`src/rtl/fifo_rd_burst_ctrl.sv`:
```
// Read-side burst controller for a standard-mode FIFO: synchronised full/start trigger,
// drain or fixed-length bursts, registered data delivery and per-burst status.
module fifo_rd_burst_ctrl #(
   parameter int DATA_W      = 8,
   parameter int SYNC_STAGES = 2,
   parameter int READ_LAT    = 1,
   parameter int MODE        = 0,
   parameter int BURST_LEN   = 16,
   parameter int CNT_W       = 8
) (
   input  logic              rd_clk,
   input  logic              rst_n,
   input  logic              en,
   input  logic              start,
   input  logic              rd_rst_busy,
   input  logic              full,
   input  logic              almost_empty,
   input  logic              empty,
   input  logic [DATA_W-1:0] fifo_rd_data,
   output logic              fifo_rd_en,
   output logic [DATA_W-1:0] dout,
   output logic              dout_valid,
   output logic              burst_done,
   output logic [CNT_W-1:0]  burst_words,
   output logic              short_burst,
   output logic [31:0]       rd_total
);

   typedef enum logic [1:0] {IDLE, ARMED, READ, COOL} state_t;

   localparam logic [CNT_W-1:0] BL      = CNT_W'(BURST_LEN);
   localparam logic [2:0]       COOL_END = 3'(SYNC_STAGES - 1);

   state_t                 state;
   state_t                 state_nxt;
   logic [SYNC_STAGES-1:0] sync_q;
   logic                   full_s;
   logic                   trig;
   logic [CNT_W-1:0]       beats;
   logic [CNT_W-1:0]       beat_inc;
   logic [CNT_W-1:0]       beats_nxt;
   logic [2:0]             cool_cnt;
   logic [READ_LAT-1:0]    vpipe;
   logic                   cap;
   logic                   done;
   logic                   short_set;
   logic                   clr;

   assign full_s     = sync_q[SYNC_STAGES-1];
   assign trig       = full_s | start;
   assign fifo_rd_en = (state == READ) & ~empty & ~rd_rst_busy;
   assign beat_inc   = (beats == '1) ? beats : beats + 1'b1;
   assign beats_nxt  = fifo_rd_en ? beat_inc : beats;
   assign cap        = vpipe[READ_LAT-1];

   always_comb begin
      state_nxt = state;
      done      = 1'b0;
      short_set = 1'b0;
      clr       = 1'b0;
      if (rd_rst_busy) begin
         state_nxt = IDLE;
      end else begin
         unique case (state)
            IDLE: begin
               if (en) state_nxt = ARMED;
            end
            ARMED: begin
               if (!en) begin
                  state_nxt = IDLE;
               end else if (trig) begin
                  state_nxt = READ;
                  clr       = 1'b1;
               end
            end
            READ: begin
               if (MODE == 0) begin
                  if ((fifo_rd_en && almost_empty) || empty) begin
                     state_nxt = COOL;
                     done      = 1'b1;
                  end
               end else begin
                  if (fifo_rd_en && beats_nxt >= BL) begin
                     state_nxt = COOL;
                     done      = 1'b1;
                  end else if (empty) begin
                     state_nxt = COOL;
                     done      = 1'b1;
                     short_set = 1'b1;
                  end
               end
            end
            COOL: begin
               // Wait out the synchroniser so a stale full_s cannot retrigger
               if (cool_cnt == COOL_END) state_nxt = en ? ARMED : IDLE;
            end
         endcase
      end
   end

   always_ff @(posedge rd_clk) begin
      if (!rst_n) begin
         state       <= IDLE;
         sync_q      <= '0;
         beats       <= '0;
         cool_cnt    <= '0;
         vpipe       <= '0;
         dout        <= '0;
         dout_valid  <= 1'b0;
         burst_done  <= 1'b0;
         burst_words <= '0;
         short_burst <= 1'b0;
         rd_total    <= '0;
      end else begin
         state      <= state_nxt;
         sync_q     <= {sync_q[SYNC_STAGES-2:0], full};
         beats      <= clr ? '0 : beats_nxt;
         cool_cnt   <= (state == COOL) ? cool_cnt + 3'd1 : 3'd0;
         burst_done <= done;
         rd_total   <= rd_total + 32'(fifo_rd_en);
         if (done) burst_words <= beats_nxt;
         if (clr) begin
            short_burst <= 1'b0;
         end else if (short_set) begin
            short_burst <= 1'b1;
         end
         if (rd_rst_busy) begin
            vpipe <= '0;
         end else begin
            vpipe[0] <= fifo_rd_en;
            for (int i = 1; i < READ_LAT; i++) vpipe[i] <= vpipe[i-1];
         end
         dout_valid <= cap & ~rd_rst_busy;
         if (cap && !rd_rst_busy) dout <= fifo_rd_data;
      end
   end

endmodule

```
`config.mk`:
```
export PLATFORM = sky130hd
export DESIGN_NAME = fifo_rd_burst_ctrl
export DESIGN_NICKNAME = d
export VERILOG_FILES = /design/src/rtl/fifo_rd_burst_ctrl.sv
export SDC_FILE = /design/constraint.sdc
export NUM_CORES = 1
export LEC_CHECK = 0
export CAP_MARGIN = 0
export CORE_MARGIN = 2
export CORE_UTILIZATION = 49
export DETAILED_ROUTE_END_ITERATION = 12
export PLACE_DENSITY = 0.85
export SKIP_LAST_GASP = 1
export SYNTH_ARGS = -nofsm -noshare
export SYNTH_HDL_FRONTEND = slang
export SYNTH_SLANG_ARGS = --single-unit
```
`constraint.sdc`:
```
create_clock -name rd_clk -period 3.7 [get_ports rd_clk]
set_input_delay 0.925 -clock rd_clk [delete_from_list [all_inputs] [get_ports rd_clk]]
set_output_delay 0.925 -clock rd_clk [all_outputs]
set_load 0.005 [all_outputs]
```
==> results.md, run 1 <==
- The antenna diode count is 0.
- Across the run, the number of max-cap violations was 0.
- The total detailed-routing wirelength is 6.784 mm.
- The transition at the pin with the smallest max-transition slack is 0.6047 ns.
- Summed over all cells, the static leakage comes to 1.314 nW.
- For this design, the sink count on the clock tree is 66.
- In the routed design, unresolved DRC markers number 0.
- The number of antenna violations at the first check in global routing is 0.
- The required time of the critical path is 2.77 ns.
- The number of synthesized flops with an enable pin is 0.
- The worst slew slack as a fraction of its limit is 59.54%.
- The clock network latency to the later pin of the worst-skew pair is 0.34 ns.
- The residual antenna-violating net count after detailed routing is 0.
- The number of gates resized after CTS is 0.
- The worst setup path is launched from an input port.
- Of the cells placed in the final design, the portion with a size suffix greater than 1 is 6.835%.
- Once layout is complete, the utilization of the core stands at 67.95%.
- After clock tree synthesis, the clock-pin slew on the worst setup and hold paths is 0.07 ns.
- The longest clock path from root to sink contains 2 buffers.
- For this run the aggregate overflow at the end of global routing stands at 0.
- The synthesis warning total is 0.
- The via count of the first global-routing pass came to 2593.
- Global routing consumed, on the met2 layer, 38.75% of the routing resources.
- The startpoint of the tightest hold check path is sync_q[0].
- In this run the cell area of the synthesized design comes to 2870 um2.
- In this run the count of I/O pins placed on the die edge is 68.
- The register-to-register path setup slack is 0.95 ns.
- The final route contains 2676 vias.
- Input and output buffers added on the ports amount to 66.
- The overall die height is 80.54 um.
- The delay of the slowest critical-path stage is 0.57 ns.
- The worst setup path is of the in2out kind.
- The worst IR drop on VDD is 0.2618 mV.
- The post-synthesis instance total is 320.
- The synthesized netlist contains 47 unique library cells.
- Counting flops with an async set or reset pin after synthesis yields a share of 0%.
- The top cell types in the final layout, fill and taps aside, are 66 x sky130_fd_sc_hd__dfxtp_1, 66 x sky130_fd_sc_hd__clkdlybuf4s50_1, 35 x sky130_fd_sc_hd__nand2_1.
- The worst hold path endpoint is sync_q[1].
- Among all flip-flop cells after synthesis, the most frequent one is sky130_fd_sc_hd__dfxtp_1.
- In this run, synthesis produced a sequential element count of 66.
- The final hold violation count is 0.
- The global routing stage identified its most utilized layer as met2.
- The first global-routing pass estimated 11.27 mm of wire.
- The CTS tree is yes.
- The met3 track demand over resource is 4.045%.
- The biggest fanout along the worst timing path is 11.
- The endpoint of the worst register-to-register path is rd_total[24].
- The die covers 6486 um2.
- Static timing analysis puts the maximum clock frequency at 0.2858 GHz.
- Synthesis produced a netlist with a net count of 342.
- The global placer's final weighted congestion is 0.8097.
- The worst hold path belongs to the class reg2reg.
- The net count of the finished layout is 412.
- Summing all multi-input logic gate instances after layout gives 1456 um2.
- Using the TritonRoute via totals, the vias-per-cell ratio works out to 5.730.
- In this run the mean area of a mapped cell was 8.970 um2.
- Fill cells in the final layout number 454.
- The floorplan has 27 rows.
- The number of buffers and inverters on the critical path is 3.
- The number of setup buffers added after CTS is 0.
- The met1 track demand over resource in global routing is 26.09%.
- The deepest level of the CTS H-tree is 3.
- The part of the Yosys area used for sequential elements is 46.03%.
- The detailed-placement wirelength estimate is 4.829 mm.
- The arrival time reported for the critical path endpoint is 2.57 ns.
- Walking the worst path, the cells encountered are clkdlybuf4s50_1 -> or4b_4 -> clkinv_4 -> clkdlybuf4s50_1.
- The worst clock skew is 0.004989 ns.
- The run finished with clean final reports.
- In this design, the critical path's most frequently occurring cell is sky130_fd_sc_hd__clkdlybuf4s50_1.
- The kind of end point of the critical path is an output pin.
- The detailed-routing iteration count for the pre-antenna-repair pass is 5.
- In this run the power density over the cells is 345.5 nW/um2.
- From synthesis to final layout, the design area changed by 31.95%.
- The final critical path takes up 94.56% of the cycle.
- The cell at the root of the clock tree is sky130_fd_sc_hd__clkbuf_8.
- Measured along the x axis, the die boundary spans 80.54 um.
- The master of the slowest instance on the critical path is sky130_fd_sc_hd__or4b_4.
- Among cell families on the critical path, the largest total delay comes from buffers and inverters.
- The number of hold buffers added after CTS is 0.
- The critical path crosses 4 cells after its start point.
- The cell count of the worst reg-to-reg path is 8.
- Entering global routing, the biggest net connects 29 pins.
- The minimum clock period after layout is 3.499 ns.
- Across every metal layer, demand over resource in global routing totals 21.99%.
- Setup repair after global routing left no endpoint under its margin.
- In this run, CTS created clock tree buffers numbering 9.
- The core area is 5574 um2.
- The effective utilization at floorplan is 51.49%.
- The routed wirelength normalized by instance count is 14.53 um.
- The worst hold path depth is 1.
- Setup violations remaining at the end of the flow were counted as 0.
- The storage element area is 1321 um2.
- Setup total negative slack on the finished layout was measured at 0 ns.
- The detailed router finished its first iteration with 142 violations.
- The number of max-slew violations in the final report is 0.
## area by class of cell
| class | instances | share of cell area [%] |
|---|---|---|
| Clock buffer | 14 | 4.559 |
| Clock inverter | 2 | 0.2643 |
| Inverter | 7 | 0.8259 |
| Multi-Input combinational cell | 234 | 38.45 |
| Sequential cell | 66 | 34.89 |
| Tap cell | 72 | 2.379 |
| Timing Repair Buffer | 72 | 18.63 |
## stage by stage
stage	power, mW	std cells	setup WS, ns	area, um2	hold slack (ns)
finish	1.309	467	0.2013	3787	0.4426
global route	1.356	467	0.1641	3787	0.4664
CTS	1.320	467	0.1957	3787	0.4484
detailed placement	0.7669	451	0.04104	3605	0.4400
global placement	0.7665	451	0.1741	3605	0.4338
floorplan	0.7428	320	0.5943	2870	0.4119
## worst max-delay path by stage
stage               slack, ns      endpoint  startpoint
detailed placement       0.04  rd_total[24]       empty
finish                   0.20    fifo_rd_en       empty
global route             0.16    fifo_rd_en       empty
floorplan                0.59  rd_total[26]       empty
CTS                      0.20    fifo_rd_en       empty
global placement         0.17  rd_total[24]       empty
## synthesized netlist by cell type, types with 3 or more instances
cell type / number / area, um2
sky130_fd_sc_hd__a21oi_1: 31 / 155.2
sky130_fd_sc_hd__and2_1: 7 / 43.79
sky130_fd_sc_hd__and4_1: 8 / 70.07
sky130_fd_sc_hd__buf_2: 4 / 20.02
sky130_fd_sc_hd__clkbuf_1: 5 / 18.77
sky130_fd_sc_hd__dfxtp_1: 66 / 1321
sky130_fd_sc_hd__ha_1: 6 / 75.07
sky130_fd_sc_hd__inv_1: 6 / 22.52
sky130_fd_sc_hd__mux2i_1: 3 / 30.03
sky130_fd_sc_hd__nand2_1: 35 / 131.4
sky130_fd_sc_hd__nand2b_1: 4 / 25.02
sky130_fd_sc_hd__nand3_1: 15 / 75.07
sky130_fd_sc_hd__nand4_1: 11 / 68.82
sky130_fd_sc_hd__nor2_1: 27 / 101.4
sky130_fd_sc_hd__o21ai_0: 11 / 55.05
sky130_fd_sc_hd__o31ai_1: 14 / 105.1
sky130_fd_sc_hd__or3_1: 5 / 31.28
sky130_fd_sc_hd__or4_1: 13 / 97.59
sky130_fd_sc_hd__xnor2_1: 3 / 26.28
sky130_fd_sc_hd__xor2_1: 12 / 105.1
## sequential cells by signal (all words and copies together), names as in the netlist, 2 cells and up, named ones only
| name | count |
|---|---|
| rd_total | 32 |
| beats | 8 |
| burst_words | 8 |
| dout | 8 |
| cool_cnt | 3 |
| sync_q | 2 |
## power breakdown
group          internal [mW]  switching (mW)  leakage (nW)
Sequential             0.712         0.00147         0.532
Clock                  0.297           0.261        0.0965
Combinational         0.0199          0.0173         0.686
Total                   1.03           0.280          1.31
## layer usage
metal	vias up	wire length, um
met1	1273	2968
met4	0	76
li1	1314	-
met3	7	341
met5	-	0
met2	82	3399
## kinds of logic after synthesis
family	count (synthesis)	share of synthesized area, %
buf+inv	20	3.226
xor+xnor	15	4.577
flops	66	46.03
fa+ha+maj	6	2.615
other cells	1	0.1307
mux	3	1.046
compound gates	72	16.13
simple gates	137	26.24
Note: power is estimated with default switching activity, not from simulation.
==> run 2, diff against run 1 <==
--- a/config.mk
+++ b/config.mk
@@ -6,7 +6,6 @@
 export NUM_CORES = 1
 export LEC_CHECK = 0
 export CAP_MARGIN = 0
-export CORE_MARGIN = 2
 export CORE_UTILIZATION = 49
 export DETAILED_ROUTE_END_ITERATION = 12
 export PLACE_DENSITY = 0.85
==> run 2 against run 1 <==
- maximum frequency up 0.84%
- utilization shrank 0.34 points
- critical path type unchanged
- final area down 0.50%
- largest power group unchanged
- clock power shrank 4.3%
- clock skew is 0.0048 ns higher
- first-iteration DRC count up 5.6%
- register-to-register slack improved by 0.03 ns
- routed wire length decreased by 3.3%
==> results.md, run 2 (synthesis gave the netlist of run 1 again) <==
- The flow ran to the end, and the final reports show no timing, DRC or antenna violations.
- The total detailed-routing wirelength is 6.562 mm.
- The core area is 5574 um2.
- The number of max-slew violations in the final report is 0.
- STA classifies the critical path endpoint as an output pin.
- The area growth from synthesis to layout is 31.30%.
- The via-per-instance ratio is 5.657.
- The critical path's most frequent cell is sky130_fd_sc_hd__clkdlybuf4s50_1.
- The effective utilization at floorplan is 51.49%.
- The die covers 6168 um2.
- The deepest level of the CTS H-tree is 3.
- The flip-flop count of the largest register, all copies and words added is 32.
- The number of hold buffers added after CTS is 0.
- The max-cap violation count is 0.
- From left edge to right edge, the die measures 78.54 um.
- Adding up every negative setup slack in the final design gives 0 ns.
- The register bank with the most flops is rd_total.
- The tree is rooted in a sky130_fd_sc_hd__clkbuf_8.
- Counting along the longest clock path gives a buffer depth of 2.
- Counting every sink on the clock net gives 66.
- Setup slack on the critical path of the routed design comes to 0.2304 ns.
- The kind of start point of the critical path is an input port.
- Setup slack on the worst reg-to-reg path comes out at 0.98 ns.
- Excluding fillers, the count of instances in the completed layout stands at 466.
- TritonCTS built the clock tree.
- The largest net degree at the start of global routing is 39.
- The startpoint identified for the worst hold timing path is sync_q[0].
- The antenna diode count is 0.
- The top-level I/O count is 68.
- For this run, the slowest stage of the critical path takes 0.56 ns.
- The utilization after layout is 67.61%.
- Once the clock tree was built, the resizer swapped 0 gates to a different size.
- Derived from the worst setup path, the maximum achievable clock frequency is 0.2882 GHz.
- The via count of the first global-routing pass is 2434.
- After detailed routing, the average wire length per cell comes to 14.08 um.
- In this run, placement finished with an instance count of 450.
- At the pin with the least slew margin, the transition time is 0.5875 ns.
- The biggest fanout along the worst timing path is 11.
- In the layout the commonest cells are 66 x sky130_fd_sc_hd__dfxtp_1, 66 x sky130_fd_sc_hd__clkdlybuf4s50_1, 35 x sky130_fd_sc_hd__nand2_1.
- For this design the ratio of total power to cell area is 340.7 nW/um2.
- The endpoint of the worst register-to-register path is rd_total[24].
- In this run, CTS created clock tree buffers numbering 9.
- The critical path is of the in2out type.
- The residual antenna-violating net count after detailed routing is 0.
- The post-route fraction of the period consumed by the critical path is 93.77%.
- The first-iteration detailed-routing DRC count is 150.
- The count of buffers added on input and output ports is 66.
- The number of setup buffers added after CTS is 0.
- The cell count of the worst reg-to-reg path is 8.
- Counting instances, the worst hold path has a depth of 1.
- The worst hold path endpoint is sync_q[1].
- The first global-routing pass estimated 11.15 mm of wire.
- Of the cells placed in the final design, the portion with a size suffix greater than 1 is 6.853%.
- On the critical path, the stage with the largest delay is an instance of sky130_fd_sc_hd__or4b_4.
- The critical path goes through clkdlybuf4s50_1 -> or4b_4 -> clkinv_4 -> clkdlybuf4s50_1.
- The number of antenna violations at the first check in global routing is 0.
- The overall power after layout is 1.284 mW.
- Summed over all nets, the half-perimeter wirelength after detailed placement is 4.638 mm.
- Across the VDD grid, the largest voltage drop is 0.2473 mV.
- The row count is 27.
- The worst slew slack as a fraction of its limit is 60.69%.
- Across the routed clock network, the largest skew measured is 0.009770 ns.
- The min-delay analysis places its worst path in the category reg2reg.
- The final hold violation count is 0.
- At the worst endpoint, the arrival time is 2.54 ns.
- The static power due to leakage is 1.298 nW.
- The clock network latency to the later pin of the worst-skew pair is 0.35 ns.
- The die is 78.54 um tall.
- Clock-pin slew was measured on the worst setup and hold paths at 0.07 ns.
- The number of nets at the end of the flow is 411.
- In the routed design, unresolved DRC markers number 0.
- The first detailed-routing pass ran for 4 iterations.
- The minimum clock period after layout is 3.470 ns.
- Routability-driven placement finished with a final weighted congestion of 0.7765.
- The total number of vias is 2636.
- At the worst endpoint, the required time is 2.77 ns.
- The global-route congestion overflow total is 0.
- Setup repair after global routing left no endpoint under its margin.
- The post-placement setup slack is 0.08992 ns.
- The all-layer global routing usage is 23.34%.
- The total of endpoints with negative setup slack in the final report is 0.
run 2: changes by cell type in the layout (fill, tap and decap cells not counted):
cell,before,now
sky130_fd_sc_hd__clkbuf_8,12,10
sky130_fd_sc_hd__clkinvlp_4,0,2
sky130_fd_sc_hd__buf_4,6,5
sky130_fd_sc_hd__clkbuf_1,2,1
sky130_fd_sc_hd__clkinv_2,2,3
run 2: worst max-delay path: cells and delay by family:
| family | cells | cell delay [ns] |
|---|---|---|
| and+or+nand+nor | 1 | 0.56 |
| buffers and inverters | 3 | 1.06 |
run 2: area by class of cell:
| type | instances | area, um2 |
|---|---|---|
| clock buffer | 11 | 141.4 |
| clock inverter | 5 | 30.03 |
| fill | 462 | 1805 |
| inverter | 7 | 31.28 |
| multi-input combinational | 234 | 1456 |
| sequential | 66 | 1321 |
| tap | 72 | 90.09 |
| timing repair buffer | 71 | 698.2 |
run 2: report_power, final:
part,internal [mW],switching [mW],total (mW)
clock network,0.258,0.276,0.534
logic,0.0193,0.0174,0.0367
registers,0.712,0.00150,0.713
total,0.989,0.295,1.28
run 2: routing by layer:
metal	vias up	wire length, um	global-route usage [%]
met2	82	3262	38.35
li1	1305	-	-
met5	-	0	0
met1	1240	2838	26.96
met3	9	370	9.767
met4	0	91	8.519
run 2: how the worst max path moves through the flow:
| stage | cells past startpoint | to | startpoint |
|---|---|---|---|
| 2_1_floorplan | 9 | rd_total[26] | empty |
| 6_report | 4 | fifo_rd_en | empty |
| 3_3_place_gp | 9 | rd_total[22] | empty |
| 5_1_grt | 4 | fifo_rd_en | empty |
| 4_1_cts | 4 | fifo_rd_en | empty |
| 3_5_place_dp | 9 | rd_total[24] | empty |
run 2: per-stage QoR:
| stage | hold slack, ns | instance area [um2] |
|---|---|---|
| finish | 0.4425 | 3769 |
| global route | 0.4694 | 3769 |
| CTS | 0.4472 | 3769 |
| detailed placement | 0.4305 | 3597 |
| global placement | 0.4201 | 3597 |
| floorplan | 0.4119 | 2870 |
==> run 3, diff against run 2 <==
--- a/config.mk
+++ b/config.mk
@@ -8,6 +8,7 @@
 export CAP_MARGIN = 0
 export CORE_UTILIZATION = 49
 export DETAILED_ROUTE_END_ITERATION = 12
+export GPL_TIMING_DRIVEN = 0
 export PLACE_DENSITY = 0.85
 export SKIP_LAST_GASP = 1
 export SYNTH_ARGS = -nofsm -noshare
==> run 3 against run 2 <==
- combinational power up 3%
- non-clock buffer count increased by 8
- total power grew 5.9%
- worst hold slack better by 0.0046 ns
- maximum frequency is 2.9% lower
- sequential power about the same
- via count grew 0.49%
==> results.md, run 3 (synthesis gave the netlist of run 1 again) <==
- The layout has 451 filler cells.
- The endpoint of the worst register-to-register path is rd_total[18].
- The kind of start point of the critical path is an input port.
- No sink is reached through more buffers than the 2 on the longest clock path.
- The register with the most flip-flops in the layout has 32 of them.
- The final hold violation count is 0.
- The number of max-slew violations in the final report is 0.
- The overall die height is 78.54 um.
- The clock network latency to the later pin of the worst-skew pair is 0.33 ns.
- The slowest stage of the critical path belongs to the cell sky130_fd_sc_hd__or4b_4.
- The register-to-register path setup slack is 0.83 ns.
- The deepest level of the CTS H-tree is 3.
- The antenna diode count is 0.
- In the final routed layout, each cell accounts on average for 14.06 um.
- The critical path goes through clkdlybuf4s50_1 -> or4b_4 -> clkinv_4 -> clkdlybuf4s50_1.
- The via-per-instance ratio is 5.589.
- On the worst path, the slowest cell contributes a delay of 0.57 ns.
- The first global-routing pass estimated 11.01 mm of wire.
- The static power due to leakage is 1.327 nW.
- The library cells used most frequently in the layout, excluding fill and tap cells, are 66 x sky130_fd_sc_hd__dfxtp_1, 66 x sky130_fd_sc_hd__clkdlybuf4s50_1, 35 x sky130_fd_sc_hd__nand2_1.
- Summed over all layers, the global routing overflow is 0.
- TritonCTS built the clock tree.
- In this run the worst path has a maximum fanout of 11.
- The worst clock skew is 0.008854 ns.
- The sink count of the clock tree is 66.
- The remaining design rule violation count is 0.
- The number of cells on the worst reg-to-reg path is 9.
- In this run the most critical hold path is launched from sync_q[0].
- Setup violations remaining at the end of the flow were counted as 0.
- The core area is 5574 um2.
- The floorplan die width is 78.54 um.
- Data arrives at the worst endpoint at 2.65 ns.
- The residual antenna-violating net count after detailed routing is 0.
- The power per cell area is 355.1 nW/um2.
- Entering global routing, the biggest net connects 12 pins.
- The max-cap violation count is 0.
- The worst setup path is captured at an output pin.
- The worst hold path depth is 1.
- The transition at the pin with the smallest max-transition slack is 1.110 ns.
- The initialized floorplan defines 27 standard-cell rows.
- The cell at the root of the clock tree is sky130_fd_sc_hd__clkbuf_8.
- During placement, the flow inserted port buffers numbering 66.
- The class of the tightest hold or removal check is reg2reg.
- Relative to the synthesized area, the layout overhead comes to 33.39%.
- The global placer's final weighted congestion is 0.8046.
- The pre-antenna-repair detailed-routing pass consisted of 4 iterations.
- 68 I/O pins were placed.
- For this configuration, the core starts out at a cell density of 51.49%.
- The HPWL after detailed placement is 4.721 mm.
- Timing would allow up to 0.2798 GHz.
- The worst setup path is of the in2out kind.
- The worst hold slack across all endpoints is 0.4471 ns.
- The fraction of layout instances using a drive strength above 1 is 6.965%.
- The die covers 6168 um2.
- The all-layer global routing usage is 22.59%.
- IR analysis of the VDD net gives a maximum drop of 0.3031 mV.
- The total detailed-routing wirelength is 6.664 mm.
- The worst path uses 96.61% of the clock period.
- The via count of the first global-routing pass is 2451.
- After clock tree synthesis, the flow added hold-fix buffers numbering 0.
- The minimum clock period after layout is 3.574 ns.
- The number of antenna violations at the first check in global routing is 0.
- The first-iteration detailed-routing DRC count is 71.
- The critical path's most frequent cell is sky130_fd_sc_hd__clkdlybuf4s50_1.
- The utilization after layout is 68.69%.
- After layout, the design draws a total of 1.359 mW.
- Buffers inserted during clock tree synthesis total 9.
- The worst slew slack as a fraction of its limit is 25.36%.
- The run finished with clean final reports.
- The clock-pin transition on the worst setup and hold timing paths is 0.06 ns.
- For the worst setup path, the data required time is 2.77 ns.
- The number of nets at the end of the flow is 419.
- The worst hold path endpoint is sync_q[1].
- Setup repair after global routing left no endpoint under its margin.
- The register with the most flip-flops in the final layout is rd_total.
- The total number of vias is 2649.
run 3: cell types whose count changed in the layout (fill, tap and decap cells not counted), sizes merged:
cell | before | now
clkinvlp | 2 | 0
clkbuf | 11 | 19
buf | 5 | 8
bufinv | 0 | 1
clkinv | 4 | 2
run 3: where the power goes:
group | total [mW] | internal (mW) | switching [mW]
Sequential | 0.714 | 0.712 | 0.00150
Clock | 0.608 | 0.348 | 0.260
Combinational | 0.0378 | 0.0190 | 0.0188
run 3: timing repair:
item	CTS	global route
gates resized for setup	0	2
setup endpoints to repair	0	8
buffers inserted	0	0
endpoints found under the hold margin	0	0
run 3: per-stage QoR:
stage / setup WS, ns / instances / instance area, um2 / TNS [ns]
5_1_grt: 0.006895 / 474 / 3829 / 0
2_1_floorplan: 0.5943 / 320 / 2870 / 0
3_3_place_gp: -0.1916 / 458 / 3621 / -1.371
3_5_place_dp: -0.2284 / 458 / 3621 / -1.676
4_1_cts: 0.09817 / 474 / 3819 / 0
6_report: 0.1255 / 474 / 3829 / 0
run 3: worst max path at each step:
stage | cells after the start | start | endpoint
floorplan | 9 | empty | rd_total[26]
global placement | 10 | rd_rst_busy | rd_total[30]
detailed placement | 10 | rd_rst_busy | rd_total[18]
CTS | 10 | rd_rst_busy | rd_total[18]
global route | 10 | rd_rst_busy | rd_total[26]
finish | 4 | rd_rst_busy | fifo_rd_en
run 3: routing by layer:
metal / wire, um / track usage [%] / share of wire, %
met3: 352 / 4.884 / 5.3
met4: 127 / 9.444 / 1.9
met1: 2870 / 26.21 / 43
met5: 0 / 0 / 0
met2: 3314 / 39.83 / 50
run 3: area by class of cell:
class                   count  area (um2)  share of cell area, %
plain buffers              13       61.31                  1.601
clock buffers              14       162.7                  4.248
clock inverters             2       35.03                 0.9150
inverters                   7       31.28                 0.8170
multi-input cells         234        1466                  38.30
flip-flops and latches     66        1321                  34.51
well taps                  72       90.09                  2.353
repair buffers             66       660.6                  17.25
run 3: critical path, delay by kind of cell:
family | cells | cell delay (ns)
buf+inv | 3 | 1.15
simple gates | 1 | 0.57
